[config.mk]
export PLATFORM = sky130hd
export DESIGN_NAME = serial_subtractor_flat
export DESIGN_NICKNAME = d
export VERILOG_FILES = /design/src/rtl/serial_subtractor_pkg.sv /design/src/rtl/serial_subtractor_if.sv /design/src/rtl/serial_subtractor_half_subtractor.sv /design/src/rtl/serial_subtractor.sv /design/src/flat_wrapper.sv
export SDC_FILE = /design/constraint.sdc
export NUM_CORES = 1
export LEC_CHECK = 0
export ABC_AREA = 0
export CAP_MARGIN = 20
export CORE_MARGIN = 5
export CORE_UTILIZATION = 40
export CTS_BUF_LIST = sky130_fd_sc_hd__clkbuf_4
export DETAILED_ROUTE_END_ITERATION = 7
export SKIP_LAST_GASP = 1
export SYNTH_ARGS = -nofsm -noshare
export SYNTH_HDL_FRONTEND = slang
export SYNTH_SLANG_ARGS = --single-unit
export TNS_END_PERCENT = 100
[constraint.sdc]
create_clock -name clk -period 1.7 [get_ports clk]
set_input_delay 0.34 -clock clk [delete_from_list [all_inputs] [get_ports clk]]
set_output_delay 0.34 -clock clk [all_outputs]
set_load 0.02 [all_outputs]
[src/rtl/serial_subtractor_pkg.sv]
// Shared types for the bit-serial subtractor.
package serial_subtractor_pkg;

  // Controller state encoding; 2'd3 is unused and recovers to IDLE.
  typedef enum logic [1:0] {
    ST_IDLE = 2'd0,
    ST_RUN  = 2'd1,
    ST_DONE = 2'd2
  } state_t;

endpackage

[src/rtl/serial_subtractor_if.sv]
// Start/done handshake plus operand/result bus between a controlling FSM
// (master) and the serial subtract engine (slave).
interface serial_subtractor_if #(
  parameter int W = 8
);
  logic         start;
  logic [W-1:0] a;
  logic [W-1:0] b;
  logic         ready;
  logic         busy;
  logic         done;
  logic [W-1:0] diff;
  logic         borrow;
  logic         zero;

  modport master (
    output start, a, b,
    input  ready, busy, done, diff, borrow, zero
  );

  modport slave (
    input  start, a, b,
    output ready, busy, done, diff, borrow, zero
  );
endinterface

[src/rtl/serial_subtractor_half_subtractor.sv]
// Half subtractor cell: difference and borrow-out of a single bit a - b.
module half_subtractor (
  input  logic i_a,
  input  logic i_b,
  output logic o_d,
  output logic o_bo
);

  assign o_d  = i_a ^ i_b;
  assign o_bo = ~i_a & i_b;

endmodule

[src/rtl/serial_subtractor.sv]
// Bit-serial unsigned subtractor, LSB first, one bit per clock.
// state   | meaning
// IDLE    | ready for a new operation, start sampled each edge
// RUN     | consuming one operand bit per edge, W edges total
// DONE    | one-cycle done pulse, results valid
module serial_subtractor
  import serial_subtractor_pkg::*;
#(
  parameter int W = 8
) (
  input  logic                clk,
  input  logic                rst_n,
  serial_subtractor_if.slave  bus
);

  localparam int CW = $clog2(W);

  state_t         r_state;
  state_t         w_next_state;
  logic [W-1:0]   r_a_sh;
  logic [W-1:0]   r_b_sh;
  logic [W-1:0]   r_d_sh;
  logic           r_bflop;
  logic [CW-1:0]  r_cnt;
  logic [W-1:0]   r_diff;
  logic           r_borrow;
  logic           r_zero;

  logic           w_last;
  logic           w_d1;
  logic           w_bo1;
  logic           w_d_bit;
  logic           w_bo2;
  logic           w_bflop_next;
  logic [W-1:0]   w_d_sh_next;

  // Full-subtract bit cell: two half subtractors and an OR on the borrows.
  half_subtractor u_hs_ab (
    .i_a  (r_a_sh[0]),
    .i_b  (r_b_sh[0]),
    .o_d  (w_d1),
    .o_bo (w_bo1)
  );

  half_subtractor u_hs_bin (
    .i_a  (w_d1),
    .i_b  (r_bflop),
    .o_d  (w_d_bit),
    .o_bo (w_bo2)
  );

  assign w_bflop_next = w_bo1 | w_bo2;
  assign w_d_sh_next  = {w_d_bit, r_d_sh[W-1:1]};
  // Counter stops at W-1 so it never needs a wider register.
  assign w_last       = (r_cnt == CW'(W - 1));

  // State register.
  always_ff @(posedge clk) begin
    if (!rst_n) r_state <= ST_IDLE;
    else        r_state <= w_next_state;
  end

  // Next-state logic; the unused encoding falls back to IDLE.
  always_comb begin
    w_next_state = ST_IDLE;
    case (r_state)
      ST_IDLE: w_next_state = bus.start ? ST_RUN : ST_IDLE;
      ST_RUN:  w_next_state = w_last ? ST_DONE : ST_RUN;
      ST_DONE: w_next_state = ST_IDLE;
      default: w_next_state = ST_IDLE;
    endcase
  end

  // Operand load, bit-serial datapath and result capture.
  always_ff @(posedge clk) begin
    if (!rst_n) begin
      r_a_sh   <= '0;
      r_b_sh   <= '0;
      r_d_sh   <= '0;
      r_bflop  <= 1'b0;
      r_cnt    <= '0;
      r_diff   <= '0;
      r_borrow <= 1'b0;
      r_zero   <= 1'b0;
    end else begin
      case (r_state)
        ST_IDLE: begin
          if (bus.start) begin
            r_a_sh  <= bus.a;
            r_b_sh  <= bus.b;
            r_d_sh  <= '0;
            r_bflop <= 1'b0;
            r_cnt   <= '0;
          end
        end
        ST_RUN: begin
          r_a_sh  <= {1'b0, r_a_sh[W-1:1]};
          r_b_sh  <= {1'b0, r_b_sh[W-1:1]};
          r_d_sh  <= w_d_sh_next;
          r_bflop <= w_bflop_next;
          if (w_last) begin
            r_diff   <= w_d_sh_next;
            r_borrow <= w_bflop_next;
            r_zero   <= (w_d_sh_next == '0);
          end else begin
            r_cnt <= r_cnt + CW'(1);
          end
        end
        default: ;
      endcase
    end
  end

  assign bus.ready  = (r_state == ST_IDLE);
  assign bus.busy   = (r_state == ST_RUN);
  assign bus.done   = (r_state == ST_DONE);
  assign bus.diff   = r_diff;
  assign bus.borrow = r_borrow;
  assign bus.zero   = r_zero;

endmodule

[src/flat_wrapper.sv]
// flat-port wrapper written by rule: the top's interface ports become plain ports
module serial_subtractor_flat import serial_subtractor_pkg::*;
#(
  parameter int W = 8
)
  (clk, rst_n, bus_start, bus_a, bus_b, bus_ready, bus_busy, bus_done, bus_diff, bus_borrow, bus_zero);
  serial_subtractor_if #(.W(W)) bus_i ();
  input  logic clk;
  input  logic rst_n;
  input wire logic [$bits(bus_i.start)-1:0] bus_start;
  input wire logic [$bits(bus_i.a)-1:0] bus_a;
  input wire logic [$bits(bus_i.b)-1:0] bus_b;
  output wire logic [$bits(bus_i.ready)-1:0] bus_ready;
  output wire logic [$bits(bus_i.busy)-1:0] bus_busy;
  output wire logic [$bits(bus_i.done)-1:0] bus_done;
  output wire logic [$bits(bus_i.diff)-1:0] bus_diff;
  output wire logic [$bits(bus_i.borrow)-1:0] bus_borrow;
  output wire logic [$bits(bus_i.zero)-1:0] bus_zero;
  assign bus_i.start = bus_start;
  assign bus_i.a = bus_a;
  assign bus_i.b = bus_b;
  assign bus_ready = bus_i.ready;
  assign bus_busy = bus_i.busy;
  assign bus_done = bus_i.done;
  assign bus_diff = bus_i.diff;
  assign bus_borrow = bus_i.borrow;
  assign bus_zero = bus_i.zero;
  serial_subtractor #(.W(W)) u_core (.clk(clk), .rst_n(rst_n), .bus(bus_i));
endmodule
==> impl_metrics.prom <==
# TYPE chip_impl_metric gauge
chip_impl_metric{name="cts_htree_levels",unit=""} 2
chip_impl_metric{name="num_cts_buffers",unit=""} 5
chip_impl_metric{name="placed_cell_area",unit="sq um"} 1970
chip_impl_metric{name="final_min_period_over_clock_period",unit="%"} 96.6
chip_impl_metric{name="maxCapViolCount",unit=""} 0
chip_impl_metric{name="grt.overflow.total",unit=""} 0
chip_impl_metric{name="gr-usage-all-layers",unit="%"} 14.2
chip_impl_metric{name="die-area",unit="sq um"} 5430
chip_impl_metric{name="filler_cell_count",unit=""} 397
chip_impl_info{name="yosys_most_used_dff",value="sky130_fd_sc_hd__dfxtp_1"} 1
chip_impl_info{name="worstPathCellList",value="clkdlybuf4s50_1"} 1
chip_impl_metric{name="first_global_vias",unit=""} 1350
chip_impl_metric{name="post_drt_via_cell_ratio",unit=""} 5.03
chip_impl_metric{name="detail_route.wirelength",unit="um"} 3330
chip_impl_metric{name="number_of_enable_type_register_cells_in_the_synthesized_netlist",unit=""} 0
chip_impl_metric{name="yosysWarnings",unit=""} 0
chip_impl_metric{name="syn_avg_cell_area",unit="sq um"} 8.73
chip_impl_metric{name="syn-num-nets",unit=""} 208
chip_impl_info{name="cts_tree",value="done"} 1
chip_impl_metric{name="cts-hold-fix-buffers",unit=""} 0
chip_impl_metric{name="crit_path_max_fanout",unit=""} 2
chip_impl_metric{name="number_of_synthesized_register_bits",unit=""} 39
chip_impl_metric{name="final_nets",unit=""} 238
chip_impl_info{name="crit_slowest_cell",value="sky130_fd_sc_hd__clkdlybuf4s50_1"} 1
chip_impl_metric{name="power_density_normalized_to_cell_area",unit="nW/um^2"} 891
chip_impl_metric{name="detailed_route_iter0_violations",unit=""} 115
chip_impl_metric{name="port_buffers",unit=""} 31
chip_impl_info{name="rsz0062_at_grt",value="no"} 1
chip_impl_metric{name="max_slew_margin",unit="%"} 65.1
chip_impl_metric{name="antenna_violations_before_repair",unit=""} 0
chip_impl_metric{name="proportion_of_layout_cells_with_a_drive_suffix_above_1",unit="%"} 9.22
chip_impl_metric{name="detailedPlacementHpwl",unit="um"} 2300
chip_impl_metric{name="synthDominantCellAreaShare",unit="%"} 48.1
chip_impl_info{name="library_cell_with_the_largest_summed_area_after_synthesis",value="sky130_fd_sc_hd__dfxtp_1"} 1
chip_impl_info{name="worstSetupEndpointType",value="primary output"} 1
chip_impl_metric{name="setup_slack",unit="ns"} 0.0570
chip_impl_metric{name="power.ir.vdd_worst",unit="mV"} 0.454
chip_impl_metric{name="syn_inst",unit=""} 186
chip_impl_metric{name="worstPathBufferInverterCount",unit=""} 1
chip_impl_info{name="timing.critical_path.max_delay_family",value="buffers and inverters"} 1
chip_impl_metric{name="finalInstanceArea",unit="sq um"} 2050
chip_impl_metric{name="drtPass1Iterations",unit=""} 4
chip_impl_metric{name="timing.critical_path.required",unit="ns"} 1.36
chip_impl_info{name="synth_top_cells_by_area",value="sky130_fd_sc_hd__dfxtp_1 (48%), sky130_fd_sc_hd__a21oi_1 (8.6%), sky130_fd_sc_hd__nand2_1 (8.1%), sky130_fd_sc_hd__o21ai_0 (4.3%), sky130_fd_sc_hd__nor2b_1 (3.9%)"} 1
chip_impl_metric{name="io_pins",unit=""} 32
chip_impl_metric{name="leakage",unit="uW"} 0.000801
chip_impl_metric{name="grt_max_degree",unit=""} 44
chip_impl_metric{name="drcViolationCount",unit=""} 0
chip_impl_metric{name="ys_async_sr_fraction",unit="%"} 0
chip_impl_metric{name="syn-cell-area",unit="sq um"} 1620
chip_impl_metric{name="die-height",unit="um"} 73.7
chip_impl_metric{name="setup-violations-final",unit=""} 0
chip_impl_metric{name="row_count",unit=""} 23
chip_impl_metric{name="totalNegativeSetupSlack",unit="ns"} 0
chip_impl_info{name="clk_root_buffer_cell",value="sky130_fd_sc_hd__clkbuf_4"} 1
chip_impl_metric{name="ff2ff_setup_slack",unit="ns"} 0.24
chip_impl_metric{name="critical_path.max_stage_delay",unit="ns"} 0.60
chip_impl_metric{name="fin_worst_skew",unit="ns"} 0.0123
chip_impl_info{name="outcome",value="complete, no violations"} 1
chip_impl_metric{name="core_region_area",unit="sq um"} 3970
chip_impl_metric{name="areaGrowthSynthToFinish",unit="%"} 26.2
chip_impl_metric{name="post-place-ws",unit="ns"} -0.145
chip_impl_metric{name="clk-insertion-delay-late",unit="ns"} 0.35
chip_impl_metric{name="finalHoldViolCount",unit=""} 0
chip_impl_metric{name="slew_violations",unit=""} 0
chip_impl_metric{name="timing.final.crit_period",unit="ns"} 1.64
chip_impl_metric{name="route.antenna.remaining_nets",unit=""} 0
chip_impl_info{name="critPathKind",value="reg -> out"} 1
chip_impl_metric{name="data_arrival_time_at_the_worst_slack_endpoint",unit="ns"} 1.30
chip_impl_metric{name="drt-wirelength-per-cell",unit="um"} 12.5
chip_impl_metric{name="worst_slew_pin_slew",unit="ns"} 0.521
chip_impl_metric{name="fin_hold_ws",unit="ns"} 0.458
chip_impl_metric{name="grt_first_pass_wirelength",unit="um"} 6060
chip_impl_metric{name="synthDistinctLibCells",unit=""} 30
chip_impl_metric{name="place.gp.congestion",unit=""} 0.801
chip_impl_metric{name="clk_pin_slew_worst_paths",unit="ns"} 0.12
chip_impl_metric{name="cts-root-to-sink-buffers",unit=""} 2
chip_impl_metric{name="effective_utilization_at_floorplan",unit="%"} 40.9
chip_impl_metric{name="post_cts.repair.setup_buffers",unit=""} 0
chip_impl_info{name="startpoint_class",value="flop"} 1
chip_impl_metric{name="post-route-util",unit="%"} 51.6
chip_impl_metric{name="vias",unit=""} 1344
chip_impl_metric{name="chipWidth",unit="um"} 73.7
chip_impl_metric{name="fmaxAchievable",unit="GHz"} 0.609
chip_impl_metric{name="num_antenna_cells",unit=""} 0
chip_impl_metric{name="yosysSeqAreaShare",unit="%"} 48.1
chip_impl_info{name="timing.hold.worst.class",value="reg -> reg"} 1
chip_impl_metric{name="clkSinkCount",unit=""} 39
worst paths after layout:
kind,start,to,cells past startpoint
max,u_core.bus.borrow$_SDFFE_PN0P_,bus_borrow,1
min,u_core.bus.diff[5]$_SDFFE_PN0P_,u_core.bus.diff[5]$_SDFFE_PN0P_,2
max reg2reg,u_core.r_b_sh[0]$_SDFFE_PN0P_,u_core.bus.zero$_SDFFE_PN0P_,5
min reg2reg,u_core.bus.diff[5]$_SDFFE_PN0P_,u_core.bus.diff[5]$_SDFFE_PN0P_,2
layout by cell type (no fill, tap or decap), types with 2 or more instances in the layout:
cell	count
sky130_fd_sc_hd__a32oi_1	2
sky130_fd_sc_hd__buf_4	4
sky130_fd_sc_hd__inv_1	2
sky130_fd_sc_hd__clkdlybuf4s50_1	27
sky130_fd_sc_hd__clkbuf_2	2
sky130_fd_sc_hd__dfxtp_1	37
sky130_fd_sc_hd__clkbuf_4	5
sky130_fd_sc_hd__nand3_1	3
sky130_fd_sc_hd__dfxtp_2	2
sky130_fd_sc_hd__nand2b_1	3
sky130_fd_sc_hd__nand2_1	35
sky130_fd_sc_hd__nand3b_1	2
sky130_fd_sc_hd__mux2i_1	3
sky130_fd_sc_hd__nor2b_1	10
sky130_fd_sc_hd__and2_1	3
sky130_fd_sc_hd__o21ai_0	14
sky130_fd_sc_hd__nor4_1	2
sky130_fd_sc_hd__ha_1	2
sky130_fd_sc_hd__a21oi_1	28
sky130_fd_sc_hd__a21boi_1	8
sky130_fd_sc_hd__a22oi_1	7
where the power goes:
part	leakage (uW)	switching, uW	internal, uW
combinational	0.000439	122	113
clock	0.0000426	310	303
sequential	0.000319	23.2	955
routing by layer:
metal / part of all wire, % / GRT usage, %
met5: 0 / 0
met4: 1.5 / 5.03
met3: 5.3 / 4.65
met2: 47 / 22.9
met1: 46 / 17.6
layout make-up:
class	instances	area, sq um	share of cell area, %
Clock buffer	5	37.5	1.83
Clock inverter	3	38.8	1.89
Inverter	3	13.8	0.672
Multi-Input combinational cell	131	762	37.2
Sequential cell	39	783	38.2
Tap cell	50	62.6	3.05
Timing Repair Buffer	36	352	17.2
logic make-up (layout without fill, tap and decap cells):
group,after synthesis,count (layout),share of synthesized area [%]
buffers and inverters,16,47,5.47
multiplexers,3,3,1.85
adder cells (fa/ha/maj),3,3,2.77
flip-flops,39,39,48.1
AND/OR/NAND/NOR,61,61,18.0
AO/OA/AOI/OAI,64,64,23.8
synthesized netlist by cell type, types with 2 or more instances:
| cell type | count |
|---|---|
| sky130_fd_sc_hd__inv_1 | 2 |
| sky130_fd_sc_hd__nand3b_1 | 2 |
| sky130_fd_sc_hd__nand2_1 | 35 |
| sky130_fd_sc_hd__buf_6 | 2 |
| sky130_fd_sc_hd__nor2b_1 | 10 |
| sky130_fd_sc_hd__nand3_1 | 3 |
| sky130_fd_sc_hd__clkbuf_1 | 4 |
| sky130_fd_sc_hd__ha_1 | 2 |
| sky130_fd_sc_hd__mux2i_1 | 3 |
| sky130_fd_sc_hd__buf_2 | 6 |
| sky130_fd_sc_hd__o21ai_0 | 14 |
| sky130_fd_sc_hd__nor4_1 | 2 |
| sky130_fd_sc_hd__and2_1 | 3 |
| sky130_fd_sc_hd__a21boi_1 | 8 |
| sky130_fd_sc_hd__dfxtp_1 | 39 |
| sky130_fd_sc_hd__a22oi_1 | 7 |
| sky130_fd_sc_hd__a32oi_1 | 2 |
| sky130_fd_sc_hd__a21oi_1 | 28 |
| sky130_fd_sc_hd__nand2b_1 | 3 |
state kept, by name, summed over array words and instances (netlist names):
name	count
u_core.r_b_sh	8
u_core.bus.diff	8
u_core.r_a_sh	8
u_core.bus.zero	1
u_core.r_bflop	1
u_core.bus.borrow	1
u_core.r_d_sh	7
u_core.r_state	2
u_core.r_cnt	3
repair_timing:
action / CTS / global route
endpoints found under the setup margin: 3 / 25
hold endpoints to repair: 0 / 0
resized for setup: 4 / 7
metrics by stage:
stage / std cells / power (uW)
detailed placement: 259 / 1240
CTS: 267 / 1840
global route: 267 / 1920
finish: 267 / 1830
floorplan: 186 / 1150
global placement: 259 / 1230
No activity file was read; power rests on OpenSTA's default activity.
==> RTL change: new RTL, same flow settings <==
Reset style: asynchronous (`rst_n`), changed in 2 clocked blocks.
--- a/src/rtl/serial_subtractor.sv
+++ b/src/rtl/serial_subtractor.sv
@@ -55,7 +55,7 @@
   assign w_last       = (r_cnt == CW'(W - 1));
 
   // State register.
-  always_ff @(posedge clk) begin
+  always_ff @(posedge clk or negedge rst_n) begin
     if (!rst_n) r_state <= ST_IDLE;
     else        r_state <= w_next_state;
   end
@@ -72,7 +72,7 @@
   end
 
   // Operand load, bit-serial datapath and result capture.
-  always_ff @(posedge clk) begin
+  always_ff @(posedge clk or negedge rst_n) begin
     if (!rst_n) begin
       r_a_sh   <= '0;
       r_b_sh   <= '0;
Function: differs if rst_n is asserted again (counterexample within 4 cycles, from zero or initial values and one cycle with rst_n low); with rst_n held inactive, the same outputs for 10 cycles.
==> RTL change against the original RTL <==
Synthesized cell count down 18%; design area up 10%; sequential cell count unchanged; synthesized area up 7.3%; wire length up 13%; setup slack worse by 0.032 ns.
Power is not compared: it rests on default switching activity, and its combinational part moved more than twofold at a synthesized area within 25%.
==> RTL change: results (changes against the original RTL) <==
| Metric | Value |
|---|---|
| Actual slew at the worst max-slew pin | 0.476 ns (-0.0459 ns) |
| Share of post-route cells with drive strength above 1 | 17.4% (+8.2 points) |
| Commonest cells in the netlist | dfrtp_1 (39), nand2_1 (20), a21oi_1 (12), o21ai_0 (12), and3b_1 (10) |
| Clk_skew | 0.0120 ns (-0.000307 ns) |
| Crit-path max cell delay | 0.44 ns (-0.16 ns) |
| Synth top area share | 56.0% (+7.9 points) |
| FILL cells | 387 (-2.5%) |
| Placed cell area | 2150 µm² (+9.2%) |
| Synth top area cells | dfrtp_1 (56%), and3b_1 (5.0%), a22o_1 (4.5%), mux2_4 (4.3%), nand2_1 (4.3%) |
| Worst EP arrival | 1.34 ns (+0.04 ns) |
| Post-synthesis async set-or-reset flop share | 100% (+100 points) |
| H-Tree Depth | 2 (unchanged) |
| NumNets Final | 216 (-9.2%) |
| Vias in the first global route | 1378 (+2.1%) |
| Compound-Gate Fraction of Synth Area | 16.2% (-7.6 points) |
| Critical-path maximum fanout | 5 (+3) |
| Netlist cell types | 27 (-10%) |
| Post-synthesis mux area share | 6.89% (+5.0 points) |
| Crit path max-delay cell type | dfrtp_1 |
| Post-synth top flop | dfrtp_1 |
| Final HPWL DP | 2.69 mm (+17%) |
| RePlAce Congestion | 0.796 (-0.55%) |
| Largest net degree at the start of global routing | 23 (-48%) |
| DRT iter0 DRCs | 91 (-21%) |
| HP Class | in -> async |
| Avg WL per Cell | 15.3 µm (+22%) |
| Adder-cell share of the synthesized area | 2.58% (-0.19 points) |
| Gr usage total | 14.0% (-0.22 points) |
| Status | finished, final reports clean |
## RTL change: routing by layer
metal  GRT usage (%)  part of all wire, %  wire (µm)
met5               0                    0          0
met4            5.52                  1.4         51
met3            4.26                  4.6        173
met2            21.2                   47       1770
met1            18.5                   47       1770
## RTL change: critical path, delay by kind of cell, from the launching register on
family	cells	cell delay (ns)
flops	1	0.44
buf+inv	2	0.39
simple gates	1	0.16
## RTL change: cell families (layout without fill, tap and decap cells)
| logic type | after synthesis | after routing |
|---|---|---|
| DFF | 39 | 39 |
| adders and majority gates | 3 | 3 |
| and+or+nand+nor | 42 | 42 |
| muxes | 9 | 9 |
| AOI/OAI and AO/OA | 46 | 46 |
| buffers and inverters | 14 | 56 |
## RTL change: worst paths after layout
path	from	slack [ns]	depth (start not counted)	endpoint
setup reg to reg	u_core.r_cnt[0]	0.17	5	u_core.r_cnt[0]
hold reg to reg	u_core.r_b_sh[2]	0.50	2	u_core.r_b_sh[2]
max in group asynchronous	rst_n	0.75	3	u_core.r_bflop
min in group clk	u_core.r_b_sh[2]	0.50	2	u_core.r_b_sh[2]
hold / removal	rst_n	0.46	2	u_core.r_state[1]
setup / recovery	u_core.r_state[1]	0.02	3	bus_busy
## RTL change: final cells by class
cell class	instances	area share [%]
multi-input combinational	100	31.2
clock inverter	3	0.887
timing repair buffer	43	19.3
clock buffer	5	1.66
sequential	39	43.2
tap	52	2.88
inverter	5	0.831
## RTL change: metrics by stage
step | worst slack, ns | total power, mW | cells | util, % | TNS (ns)
after global routing | -0.0690 | 3.98 | 247 | 52.6 | -0.0792
after global placement | 0.110 | 3.17 | 237 | 50.1 | 0
after detailed placement | 0.0696 | 3.25 | 237 | 50.1 | 0
final | 0.0247 | 3.69 | 247 | 52.6 | 0
after CTS | -0.0553 | 3.72 | 246 | 51.6 | -0.0553
after floorplan | 0.242 | 2.60 | 153 | - | 0
## RTL change: report_power, final
part / total [mW] / internal [mW] / leakage [nW] / switching, mW
combinational: 1.65 / 0.841 / 0.648 / 0.808
sequential: 1.56 / 1.30 / 0.506 / 0.258
clock: 0.481 / 0.158 / 0.0272 / 0.323
## RTL change: what timing repair did
action,CTS,global route
endpoints found under the hold margin,17,0
buffers inserted,0,1
hold buffers,1,0
gates cloned,0,0
endpoints found under the setup margin,3,13
resized for setup,3,12
